===== src/rtl/npn4_canonicalizer.sv =====
// npn4_canonicalizer
// ------------------
// Sequential NPN classifier for 4-input Boolean functions. A truth table is
// latched, then every transform (input permutation, input negation and,
// optionally, output negation) is evaluated at one transform per cycle. The
// numerically smallest transformed table is the class representative. The
// first transform index that produces it is reported together with its
// decoded permutation and negation fields.
//
// Handshake (both sides): a transfer happens on a rising edge where
// valid && ready are both high. in_ready is high only in IDLE. out_valid is
// high only in DONE, and the outputs hold steady until out_ready is seen.
//
// Ports:
//   clk        rising-edge clock
//   rst        synchronous active-high reset
//   in_valid   truth table offered
//   in_ready   block idle, can accept
//   in_tt      truth table, bit i = f(x3 x2 x1 x0 = i)
//   out_valid  result available
//   out_ready  consumer accepts result
//   out_tt     canonical (minimum) truth table
//   out_perm   permutation, bits [2m+1:2m] = perm[m]
//   out_neg    input negation mask
//   out_oneg   output negation
//   out_idx    transform index of the reported transform
module npn4_canonicalizer #(
  parameter bit OUT_NEG_EN = 1'b1
) (
  input  logic        clk,
  input  logic        rst,
  input  logic        in_valid,
  output logic        in_ready,
  input  logic [15:0] in_tt,
  output logic        out_valid,
  input  logic        out_ready,
  output logic [15:0] out_tt,
  output logic [7:0]  out_perm,
  output logic [3:0]  out_neg,
  output logic        out_oneg,
  output logic [9:0]  out_idx
);

  localparam int         NUM_XFORMS = OUT_NEG_EN ? 768 : 384;
  localparam logic [9:0] K_LAST     = 10'(NUM_XFORMS - 1);

  typedef enum logic [1:0] {
    IDLE = 2'd0,
    SCAN = 2'd1,
    DONE = 2'd2
  } state_t;

  typedef struct packed {
    logic [7:0] perm;
    logic [3:0] neg;
    logic       oneg;
  } xform_t;

  // Permutations of (0,1,2,3) in lexicographic order. Each entry is packed
  // as {perm[3], perm[2], perm[1], perm[0]}. Out-of-range indices fall back
  // to the identity so the decode is always a valid permutation.
  function automatic logic [7:0] perm_lut(input logic [4:0] p);
    logic [7:0] r;
    case (p)
      5'd0:    r = {2'd3, 2'd2, 2'd1, 2'd0};
      5'd1:    r = {2'd2, 2'd3, 2'd1, 2'd0};
      5'd2:    r = {2'd3, 2'd1, 2'd2, 2'd0};
      5'd3:    r = {2'd1, 2'd3, 2'd2, 2'd0};
      5'd4:    r = {2'd2, 2'd1, 2'd3, 2'd0};
      5'd5:    r = {2'd1, 2'd2, 2'd3, 2'd0};
      5'd6:    r = {2'd3, 2'd2, 2'd0, 2'd1};
      5'd7:    r = {2'd2, 2'd3, 2'd0, 2'd1};
      5'd8:    r = {2'd3, 2'd0, 2'd2, 2'd1};
      5'd9:    r = {2'd0, 2'd3, 2'd2, 2'd1};
      5'd10:   r = {2'd2, 2'd0, 2'd3, 2'd1};
      5'd11:   r = {2'd0, 2'd2, 2'd3, 2'd1};
      5'd12:   r = {2'd3, 2'd1, 2'd0, 2'd2};
      5'd13:   r = {2'd1, 2'd3, 2'd0, 2'd2};
      5'd14:   r = {2'd3, 2'd0, 2'd1, 2'd2};
      5'd15:   r = {2'd0, 2'd3, 2'd1, 2'd2};
      5'd16:   r = {2'd1, 2'd0, 2'd3, 2'd2};
      5'd17:   r = {2'd0, 2'd1, 2'd3, 2'd2};
      5'd18:   r = {2'd2, 2'd1, 2'd0, 2'd3};
      5'd19:   r = {2'd1, 2'd2, 2'd0, 2'd3};
      5'd20:   r = {2'd2, 2'd0, 2'd1, 2'd3};
      5'd21:   r = {2'd0, 2'd2, 2'd1, 2'd3};
      5'd22:   r = {2'd1, 2'd0, 2'd2, 2'd3};
      5'd23:   r = {2'd0, 2'd1, 2'd2, 2'd3};
      default: r = {2'd3, 2'd2, 2'd1, 2'd0};
    endcase
    return r;
  endfunction

  // Split a transform index into its fields. With output negation enabled
  // the index is p*32 + n*2 + o, otherwise p*16 + n with o fixed at 0.
  function automatic xform_t decode_idx(input logic [9:0] idx);
    xform_t x;
    if (OUT_NEG_EN) begin
      x.perm = perm_lut(idx[9:5]);
      x.neg  = idx[4:1];
      x.oneg = idx[0];
    end else begin
      x.perm = perm_lut(idx[8:4]);
      x.neg  = idx[3:0];
      x.oneg = 1'b0;
    end
    return x;
  endfunction

  // g(i) = o ^ f(j), where j[m] = i[perm[m]] ^ n[m].
  function automatic logic [15:0] apply_xform(input logic [15:0] tt,
                                               input xform_t     x);
    logic [15:0] r;
    logic [3:0]  iv;
    logic [3:0]  j;
    r  = '0;
    iv = '0;
    j  = '0;
    for (int i = 0; i < 16; i++) begin
      iv = 4'(i);
      for (int m = 0; m < 4; m++) begin
        j[m] = iv[x.perm[2*m +: 2]] ^ x.neg[m];
      end
      r[i] = x.oneg ^ tt[j];
    end
    return r;
  endfunction

  state_t      state_q, state_d;
  logic [9:0]  k_q;
  logic [15:0] tt_q;
  logic [15:0] best_tt_q;
  logic [9:0]  best_idx_q;
  logic        first_q;
  logic        out_valid_q;

  xform_t      cur_x;
  xform_t      fin_x;
  logic [15:0] cand_tt;
  logic        take;
  logic [15:0] nbest_tt;
  logic [9:0]  nbest_idx;

  // Candidate for the current index and the running minimum including it.
  // The first candidate always wins. Later ones must be strictly smaller,
  // so ties keep the earliest index.
  always_comb begin
    cur_x     = decode_idx(k_q);
    cand_tt   = apply_xform(tt_q, cur_x);
    take      = first_q || (cand_tt < best_tt_q);
    nbest_tt  = take ? cand_tt : best_tt_q;
    nbest_idx = take ? k_q     : best_idx_q;
    fin_x     = decode_idx(nbest_idx);
  end

  // Next-state logic.
  always_comb begin
    state_d = state_q;
    case (state_q)
      IDLE:    if (in_valid)        state_d = SCAN;
      SCAN:    if (k_q == K_LAST)   state_d = DONE;
      DONE:    if (out_ready)       state_d = IDLE;
      default:                      state_d = IDLE;
    endcase
  end

  assign in_ready  = (state_q == IDLE);
  assign out_valid = out_valid_q;

  always_ff @(posedge clk) begin
    if (rst) begin
      state_q     <= IDLE;
      k_q         <= '0;
      tt_q        <= '0;
      best_tt_q   <= 16'hFFFF;
      best_idx_q  <= '0;
      first_q     <= 1'b0;
      out_valid_q <= 1'b0;
      out_tt      <= '0;
      out_perm    <= '0;
      out_neg     <= '0;
      out_oneg    <= 1'b0;
      out_idx     <= '0;
    end else begin
      state_q <= state_d;
      case (state_q)
        IDLE: begin
          if (in_valid) begin
            tt_q       <= in_tt;
            k_q        <= '0;
            best_tt_q  <= 16'hFFFF;
            best_idx_q <= '0;
            first_q    <= 1'b1;
          end
        end
        SCAN: begin
          best_tt_q  <= nbest_tt;
          best_idx_q <= nbest_idx;
          first_q    <= 1'b0;
          k_q        <= k_q + 10'd1;
          if (k_q == K_LAST) begin
            // Result is captured straight from the final comparison so
            // the last candidate is included without an extra cycle.
            out_valid_q <= 1'b1;
            out_tt      <= nbest_tt;
            out_idx     <= nbest_idx;
            out_perm    <= fin_x.perm;
            out_neg     <= fin_x.neg;
            out_oneg    <= fin_x.oneg;
          end
        end
        DONE: begin
          if (out_ready) out_valid_q <= 1'b0;
        end
        default: ;
      endcase
    end
  end

endmodule


===== config.mk =====
export PLATFORM = sky130hd
export DESIGN_NAME = npn4_canonicalizer
export DESIGN_NICKNAME = d
export VERILOG_FILES = /design/src/rtl/npn4_canonicalizer.sv
export SDC_FILE = /design/constraint.sdc
export NUM_CORES = 1
export LEC_CHECK = 0
export ABC_AREA = 1
export CAP_MARGIN = 30
export CORE_ASPECT_RATIO = 1.5
export CORE_UTILIZATION = 45
export DETAILED_ROUTE_END_ITERATION = 7
export PLACE_DENSITY_LB_ADDON = 0.08
export SYNTH_ARGS = -nofsm -noshare
export SYNTH_HDL_FRONTEND = slang
export SYNTH_SLANG_ARGS = --single-unit

===== constraint.sdc =====
create_clock -name clk -period 10.3 [get_ports clk]
set_input_delay 1.545 -clock clk [delete_from_list [all_inputs] [get_ports clk]]
set_output_delay 1.545 -clock clk [all_outputs]
set_load 0.02 [all_outputs]

==> results_dict.tcl <==
set metrics [dict create \
    drc_errors 0 \
    startpoint_type "flop" \
    antenna_found_initial 0 \
    ir_drop_mv 0.09987 \
    boundaryPins 61 \
    synthCells 1197 \
    swShare_pct 34.42 \
    first_iter_violations 603 \
    status "finished clean" \
    syn_nets 1267 \
    avgSynthCellArea_um2 6.659 \
    max_freq_mhz 184.1 \
    cts_buffer_depth 2 \
    finalWorstPathRequiredPeriod_ns 5.433 \
    gp_congestion 0.9449 \
    synthArstFlopShare_pct 0 \
    synthFlopType "dfxtp_1" \
    die_w_um 110.7 \
    numCtsBuffers 9 \
    multi_input_area_um2 5042 \
    coreArea_um2 17350 \
    leakage_nw 3.877 \
    synth_seq_cells 98 \
    intPower_mw 0.6293 \
    dp_hpwl_um 17410 \
    yosysUniqueCellTypes 47 \
    cts_resized 0 \
    hold_buffers 0 \
    cts_sinks 98 \
    crit_fanout 50 \
    p_seq_share_pct 42.9 \
    rsz0062_at_grt "no" \
    combPwrFrac_pct 21.4 \
    grt-ovfl-total 0 \
    slew_headroom_pct 34.98 \
    p_sw_mw 0.3303 \
    crit_type "flop to flop" \
    fin_skew_ns 0.01210 \
    ant_nets 0 \
    powerDensity_nw_per_um2 109.7 \
    setup_violations 0 \
    worst_pin_slew_ns 0.9742 \
    hold_class "flop to flop" \
    seqCellArea_um2 1962 \
    die_h_um 165.0 \
    rr_worst_depth 24 \
    grt_start_max_net_pins 60 \
    final_common_cell "nand2_1" \
    final_cell_mix "223 x nand2_1, 167 x o21ai_0, 114 x inv_1, 112 x a21oi_1, 98 x dfxtp_1" \
    finalCritPeriodShare_pct 52.75 \
    cts_tree "yes" \
    pwr-share-clk_pct 35.7 \
    dr.pass1.iters 5 \
    ys_seq_area_share_pct 24.61 \
    num_antenna_cells 0 \
    worstSkewPairLatency_ns 0.36 \
    hold_viol_final 0 \
    routedWlPerCell_um 17.49 \
    crit_path_end_kind "flop" \
    rows 59 \
    syn_area_um2 7971 \
    initial_core_util_pct 45.95 \
    synth_top_cell_by_area "dfxtp_1" \
    first_global_vias 7493 \
    hold_depth 2 \
    synth_edf_count 0 \
    io_buffers 60 \
    ys_warn_count 0 \
    clockRootBuffer "clkbuf_16" \
    die-area_um2 18260 \
    finalWirelength_um 24720 \
    drive_above_1_share_pct 6.750 \
    arrival_ns 5.72 \
    synth_area_leaders "dfxtp_1 25%, nand2_1 11%, o21ai_0 10%, ha_1 7.8%, a21oi_1 7.0%" \
    synth_top_area_share_pct 24.61 \
    htree_num_levels 3 \
    finalNetCount 1265 \
    grt_pass1_wl_um 39500 \
    syn_to_final_growth_pct 9.700 \
    power_mw 0.9596 \
    slew_violations 0 \
    fin_tns_setup_ns 0 \
    clk_pin_slew_worst_paths_ns 0.08 \
    crit_required_ns 10.59 \
    grt_use_total_pct 27.10 \
    cts_setup_buffers 0 \
    via_per_inst 5.703 \
    via_count 8058 \
    drv_cap 0 \
    fill_cells 1795 \
]
-- synth_stat cells (2+ instances only) --
cell,count
nand3b_1,2
nor2_1,80
a211oi_1,2
o211ai_2,3
xor2_1,25
nor3_2,3
inv_4,5
clkinv_1,3
clkbuf_1,34
buf_2,23
o221ai_1,35
a31oi_1,5
buf_4,14
nand2_2,11
a21oi_2,5
nand3_1,52
buf_6,7
nor2_2,3
or2_2,4
o21ai_1,7
a32oi_1,3
ha_1,50
nor3_1,2
nand2_4,6
o22ai_1,3
a21oi_1,112
o21ai_0,167
xnor2_1,11
a21boi_0,2
nand2_1,223
o211ai_1,43
o311ai_0,10
or2_1,2
inv_2,13
o311ai_1,5
inv_1,114
dfxtp_1,98
-- cell families (layout without fill, tap and decap cells) --
| logic type | Yosys count | after routing | synth area share [%] |
|---|---|---|---|
| compound gates | 408 | 408 | 30.59 |
| simple gates | 390 | 390 | 20.83 |
| buf+inv | 215 | 218 | 12.16 |
| flops | 98 | 98 | 24.61 |
| fa+ha+maj | 50 | 50 | 7.848 |
| xor+xnor | 36 | 36 | 3.955 |
-- power groups by stage --
stage                     Clock, mW  Sequential, mW  Combinational (mW)
after CTS                     0.351           0.411               0.204
final                         0.342           0.412               0.205
after floorplan                   0           0.406               0.160
after detailed placement          0           0.420               0.202
after global placement            0           0.420               0.202
after global routing          0.367           0.413               0.230
-- routing by layer --
layer  vias up  global-route usage, %  share of wire (%)
met2       270                  48.33                 49
li1       4067                      -                  -
met1      3656                  32.17                 42
met4         0                  13.82                4.0
met5         -                      0                  0
met3        65                  2.899                5.6
-- flip-flops by register name (all words and copies together) (netlist names) --
| register | flops |
|---|---|
| tt_q | 16 |
| best_idx_q | 10 |
| out_tt | 16 |
| k_q | 10 |
| out_perm | 8 |
| out_idx | 7 |
| cur_x | 8 |
| best_tt_q | 16 |
| first_q | 1 |
| out_valid | 1 |
| out_neg | 3 |
| state_q | 2 |
-- path summary, 6_finish.rpt --
kind / from / to / slack (ns)
max reg2reg: k_q[1] / out_perm[5] / 4.87
min: best_idx_q[9] / best_idx_q[9] / 0.47
min reg2reg: best_idx_q[9] / best_idx_q[9] / 0.47
max: k_q[1] / out_perm[5] / 4.87
-- per-stage QoR --
stage	cell area (um^2)	utilization, %	hold WS, ns	setup WS, ns	std cells
after floorplan	7971	-	0.4401	6.346	1197
after global placement	8443	48.67	0.4495	5.029	1397
after detailed placement	8443	48.67	0.4555	4.929	1397
after global routing	8745	50.41	0.4806	4.270	1413
after CTS	8745	50.41	0.4668	4.916	1413
final	8745	50.41	0.4657	4.867	1413
-- worst max-delay path: stages (launching register included) --
cell      delay [ns]
dfxtp_1         0.76
inv_2           0.36
or2_2           0.37
nand2_1         0.30
inv_1           0.32
o21ai_0         0.23
a21oi_1         0.05
o311ai_0        0.33
nand2_1         0.12
xor2_1          0.18
ha_1            0.31
nand4_1         0.12
o221a_2         0.29
nand2_4         0.12
nand2_4         0.30
o21ai_2         0.42
inv_2           0.12
ha_1            0.23
inv_1           0.06
nand2_1         0.05
nand2_1         0.07
nand2_1         0.05
nand3_1         0.07
nand2_1         0.05
a21oi_1         0.11
-- cell type report --
| type | instances | share of cell area (%) |
|---|---|---|
| clock buffers | 9 | 2.575 |
| multi-input cells | 884 | 57.66 |
| clock inverters | 7 | 0.8728 |
| inverters | 135 | 5.938 |
| repair buffers | 67 | 7.469 |
| well taps | 213 | 3.048 |
| flip-flops and latches | 98 | 22.44 |
Power figures use the tool's default switching activity.
